**src/rtl/vend_controller.sv**
```systemverilog
// Vending transaction sequencer: credit check, dispense handshake, greedy change, clear.
// Optional build macro VEND_TIMEOUT_EN adds an idle-credit refund timeout.
module vend_controller #(
    parameter logic [6:0]  PRICE_0        = 7'd35,
    parameter logic [6:0]  PRICE_1        = 7'd50,
    parameter logic [6:0]  PRICE_2        = 7'd65,
    parameter logic [6:0]  PRICE_3        = 7'd75,
    parameter int unsigned TIMEOUT_CYCLES = 1000
) (
    input  logic       clk,
    input  logic       reset,
    input  logic [6:0] total,
    input  logic       select,
    input  logic [1:0] item_sel,
    input  logic       cancel,
    input  logic       dispense_done,
    output logic       dispense,
    output logic [1:0] item_out,
    output logic       eject_25,
    output logic       eject_10,
    output logic       eject_5,
    output logic       clear,
    output logic       coin_lock,
    output logic       insufficient,
    output logic       busy
);

    typedef enum logic [2:0] {
        S_IDLE,
        S_CHECK,
        S_VEND,
        S_CHANGE,
        S_CLEAR
    } state_t;

    state_t     r_state;
    logic [6:0] r_credit;
    logic [6:0] r_rem;
    logic       r_busy;
    logic [6:0] w_price;
    logic       w_timeout;
    logic       w_refund;

    always_comb begin
        w_price = PRICE_0;
        case (item_out)
            2'd0: w_price = PRICE_0;
            2'd1: w_price = PRICE_1;
            2'd2: w_price = PRICE_2;
            2'd3: w_price = PRICE_3;
        endcase
    end

`ifdef VEND_TIMEOUT_EN
    localparam int CW = $clog2(TIMEOUT_CYCLES + 1);

    logic [CW-1:0] r_idle_cnt;
    logic [6:0]    r_prev_total;
    logic          w_idle_hold;

    // Counter only advances while idle credit sits unchanged and untouched
    assign w_idle_hold = (r_state == S_IDLE) && (total != 7'd0)
                      && (total == r_prev_total) && !select && !cancel;
    assign w_timeout = w_idle_hold
                    && (r_idle_cnt == CW'(TIMEOUT_CYCLES - 1));

    always_ff @(posedge clk) begin
        if (reset) begin
            r_idle_cnt   <= '0;
            r_prev_total <= 7'd0;
        end else begin
            r_prev_total <= total;
            if (!w_idle_hold || w_timeout)
                r_idle_cnt <= '0;
            else
                r_idle_cnt <= r_idle_cnt + 1'b1;
        end
    end
`else
    assign w_timeout = 1'b0 & (TIMEOUT_CYCLES == 0);
`endif

    assign w_refund  = (cancel || w_timeout) && (total != 7'd0);
    assign busy      = r_busy;
    assign coin_lock = r_busy;

    always_ff @(posedge clk) begin
        if (reset) begin
            r_state      <= S_IDLE;
            r_credit     <= 7'd0;
            r_rem        <= 7'd0;
            r_busy       <= 1'b0;
            item_out     <= 2'd0;
            dispense     <= 1'b0;
            eject_25     <= 1'b0;
            eject_10     <= 1'b0;
            eject_5      <= 1'b0;
            clear        <= 1'b0;
            insufficient <= 1'b0;
        end else begin
            eject_25     <= 1'b0;
            eject_10     <= 1'b0;
            eject_5      <= 1'b0;
            clear        <= 1'b0;
            insufficient <= 1'b0;
            case (r_state)
                S_IDLE: begin
                    if (w_refund) begin
                        r_rem   <= total;
                        r_state <= S_CHANGE;
                        r_busy  <= 1'b1;
                    end else if (select) begin
                        r_credit <= total;
                        item_out <= item_sel;
                        r_state  <= S_CHECK;
                        r_busy   <= 1'b1;
                    end
                end
                S_CHECK: begin
                    if (r_credit >= w_price) begin
                        r_rem    <= r_credit - w_price;
                        r_state  <= S_VEND;
                        dispense <= 1'b1;
                    end else begin
                        insufficient <= 1'b1;
                        r_state      <= S_IDLE;
                        r_busy       <= 1'b0;
                    end
                end
                S_VEND: begin
                    if (dispense_done) begin
                        dispense <= 1'b0;
                        r_state  <= S_CHANGE;
                    end
                end
                S_CHANGE: begin
                    if (r_rem >= 7'd25) begin
                        eject_25 <= 1'b1;
                        r_rem    <= r_rem - 7'd25;
                    end else if (r_rem >= 7'd10) begin
                        eject_10 <= 1'b1;
                        r_rem    <= r_rem - 7'd10;
                    end else if (r_rem >= 7'd5) begin
                        eject_5 <= 1'b1;
                        r_rem   <= r_rem - 7'd5;
                    end else begin
                        clear   <= 1'b1;
                        r_state <= S_CLEAR;
                    end
                end
                S_CLEAR: begin
                    r_state <= S_IDLE;
                    r_busy  <= 1'b0;
                end
                default: begin
                    r_state  <= S_IDLE;
                    r_busy   <= 1'b0;
                    dispense <= 1'b0;
                end
            endcase
        end
    end

endmodule

```
**config.mk**
```make
export PLATFORM = sky130hd
export DESIGN_NAME = vend_controller
export DESIGN_NICKNAME = d
export VERILOG_FILES = /design/src/rtl/vend_controller.sv
export SDC_FILE = /design/constraint.sdc
export NUM_CORES = 1
export LEC_CHECK = 0
export CORE_UTILIZATION = 55
export DETAILED_ROUTE_END_ITERATION = 7
export GPL_TIMING_DRIVEN = 0
export PLACE_DENSITY = 0.87
export SLEW_MARGIN = 20
export SYNTH_ARGS = -nofsm -noshare
export SYNTH_HDL_FRONTEND = slang
export SYNTH_SLANG_ARGS = --single-unit
export TNS_END_PERCENT = 20
```
**constraint.sdc**
```tcl
create_clock -name clk -period 3.1 [get_ports clk]
set_input_delay 0.31 -clock clk [delete_from_list [all_inputs] [get_ports clk]]
set_output_delay 0.31 -clock clk [all_outputs]
set_load 0.05 [all_outputs]
```
==> summary.md <==
| Metric | Value |
|---|---|
| WHS | 0.523 ns |
| Grt ovf | 0 |
| Vias in the first global route | about 1700 |
| Sequential fraction of the synthesis area | 0.283 |
| Pre-CTS WS | 0.221 ns |
| Pre-antenna DRT Iters | 4 |
| Pwr/cell area | about 570 mW/mm^2 |
| H-Tree Depth | 1 |
| Cts hold-fix bufs | 0 |
| Fin nets | 275 |
| Tot GR Track Use | 0.280 |
| Top cell type by total area after synthesis | dfxtp_1 |
| Worst-path maximum fanout | 9 |
| Placed wire-length estimate | 3440 um |
| ANT nets after route | 0 |
| Die area | ~0.0036 mm^2 |
| Syn-to-layout area delta | 18.4% |
| Sequential power share | 0.340 |
| First-pass GRT wire length | around 7600 um |
| WL final | between 4000 and 5000 um |
| CTS tree | built |
| CP Launch Type | flop |
| # rows | 20 |
| Mapped Avg Cell Area | 8.44 um^2 |
| Worst relative slew slack | 0.653 |
| R2R Setup Slk | 0.18 ns |
| Power share of the combinational group | 0.464 |
| Post-synthesis async set-or-reset flop share | 0 |
| Clk_skew | just under 0.006 ns |
| Post-route clock period utilization | 0.943 |
| Cells after synthesis | between 200 and 250 |
| Switching Share | 0.407 |
| CTS sink count | 26 |
| Most common cell in the netlist | nor2_1 |
| Max Clk Rate | roughly 340 MHz |
| Synth top area cells | dfxtp_1 (28%), ha_1 (9.5%), mux2i_1 (6.5%) |
| N_diodes | 0 |
| Hold Path Origin | r_credit[0]$_SDFFE_PP0P_ |
| Clock power share | 0.196 |
| Seq cells post-synth | 26 |
| Maximum clock path buffer count | 2 |
| Synth Flop Type | dfxtp_1 |
| Root cell of the clock tree | clkbuf_4 |
| Vias per cell | about 6 |
| Crit path DAT | between 3 and 4 ns |
| Total number of vias | 1749 |
| Hold Path Stages | 2 |
| Post-synth design cell area | between 0.0015 and 0.002 mm^2 |
| Syn nets | 247 |
| Initial Utilization | 0.593 |
| RSZ-0062 raised after global routing | false |
| Core Area | slightly above 0.003 mm^2 |
| Sw Pwr | around 0.0005 W |
| Number of top-level pins | 24 |
| Crit end category | flop |
| CTS Buf Count | 3 |
| Worst Path Required | ~3.3 ns |
| Max-cap violations | 0 |
| Post-synthesis cell type count | between 40 and 50 |
| Final Util | 0.702 |
| Worst skew pair latency | around 0.33 ns |
| Capture point of the worst reg-to-reg path | r_rem[3]$_SDFFE_PP0P_ |
| DR iter-0 viols | between 100 and 150 |
| CP Class | reg2reg |
| Routed wire per std cell | about 16 um |
| I/O Buffers | 23 |
| Final setup vio count | 0 |
| Final Hold Vio Count | 0 |
| FF-to-FF Start | r_rem[1]$_SDFFE_PP0P_ |
| PostCTS Resize Cnt | 0 |
| Hold Path Class | reg2reg |
| Run status | completed |
| Setup TNS | 0 ns |
| Antenna violations before repair | 0 |
| Die H | roughly 60 um |
| Top cell type's share of synthesized area | 0.283 |
| Fraction of layout cells with a size suffix above 1 | 0.0694 |
| P_int | roughly 0.00073 W |
| Hold endpoint | r_credit[0]$_SDFFE_PP0P_ |
| Max VDD drop | 0.413 mV |
| Post-synth EDFFs | 0 |
| Worst-margin pin slew | roughly 0.52 ns |
| Largest net degree at the start of global routing | 16 |
| Min Clock Period, post-route | 2.92 ns |
| Final Max Slew Viols | 0 |
| Final setup margin | 0.175 ns |
| Leak Pwr | around 0.87 nW |
| Placer Congestion | just over 0.9 |
| Setup repair bufs after CTS | 0 |
| Ys Warns | 0 |
| # DRC | 0 |
| Worst-path clk slew | 0.16 ns |
| Top post-synthesis cells by count | nor2_1 (27), dfxtp_1 (26), ha_1 (14) |
| Die Wd | ~60 um |
| Reg2Reg Depth | 9 |
[layout by cell type (no fill, tap or decap), types with 10 or more instances in the layout]
cell type,count
mux2i_1,12
nor2_1,27
o21ai_0,10
nand2_1,12
a21oi_1,13
ha_1,14
dfxtp_1,26
clkdlybuf4s50_1,23
inv_1,13
[worst max-delay path by stage]
stage / startpoint / end / cells after the start
final: r_rem[1]$_SDFFE_PP0P_ / r_rem[3]$_SDFFE_PP0P_ / 9
after CTS: r_rem[1]$_SDFFE_PP0P_ / r_rem[3]$_SDFFE_PP0P_ / 9
after global placement: r_rem[1]$_SDFFE_PP0P_ / r_rem[3]$_SDFFE_PP0P_ / 9
after floorplan: item_out[0]$_SDFFE_PP0P_ / r_rem[3]$_SDFFE_PP0P_ / 9
after global routing: r_rem[1]$_SDFFE_PP0P_ / r_rem[3]$_SDFFE_PP0P_ / 9
after detailed placement: r_rem[1]$_SDFFE_PP0P_ / r_rem[3]$_SDFFE_PP0P_ / 9
[per-layer routing]
metal  vias to the layer above  track usage  part of all wire
met5                         -            0                 0
met4                         0       0.0864             0.017
met3                        10       0.0325             0.064
met2                        76        0.444              0.45
met1                       810        0.395              0.46
li1                        853            -                 -
[metrics by stage]
| step | area (um^2) | total power (W) | instances |
|---|---|---|---|
| after floorplan | 1840 | 0.000843 | 218 |
| after global placement | 2120 | 0.000972 | 285 |
| after detailed placement | 2120 | 0.000989 | 285 |
| after CTS | 2180 | 0.00123 | 289 |
| after global routing | 2180 | 0.00130 | 289 |
| final | 2180 | 0.00124 | 289 |
[final cells by class]
class,count,area [um^2]
clock inverter,1,30.0
timing repair buffer,23,230
inverter,13,48.8
fill,267,926
sequential,26,520
tap,44,55.1
buffer,12,61.3
multi-input combinational,167,1210
clock buffer,3,22.5
[worst max-delay path, stage by stage, from the launching register on]
cell       delay (ns)
dfxtp_1          0.46
inv_1            0.18
ha_1             0.25
a2111o_1         0.47
a2111oi_4        0.51
nand2_2          0.15
a32oi_4          0.40
or2_1            0.17
buf_6            0.13
o32ai_1          0.09
[power groups by stage]
stage | registers, W | clock network (W) | logic (W)
after floorplan | 0.000442 | 0 | 0.000401
after global placement | 0.000425 | 0 | 0.000548
after detailed placement | 0.000427 | 0 | 0.000562
after CTS | 0.000420 | 0.000240 | 0.000566
after global routing | 0.000426 | 0.000254 | 0.000623
final | 0.000421 | 0.000242 | 0.000574
[registers in the layout, indices dropped and copies added, names as in the netlist]
signal        cells
busy              1
r_state           3
r_credit          7
clear             1
eject_25          1
item_out          2
eject_10          1
eject_5           1
r_rem             7
dispense          1
insufficient      1
[kinds of logic (layout without fill, tap and decap cells)]
| group | Yosys count | count (layout) | share of synthesized area |
|---|---|---|---|
| adders and majority gates | 15 | 15 | 0.106 |
| muxes | 12 | 12 | 0.0653 |
| DFF | 26 | 26 | 0.283 |
| buffers and inverters | 25 | 52 | 0.0599 |
| xor gates and xnor gates | 6 | 6 | 0.0286 |
| and+or+nand+nor | 75 | 75 | 0.201 |
| AOI/OAI and AO/OA | 59 | 59 | 0.256 |
Power figures use the tool's default switching activity.
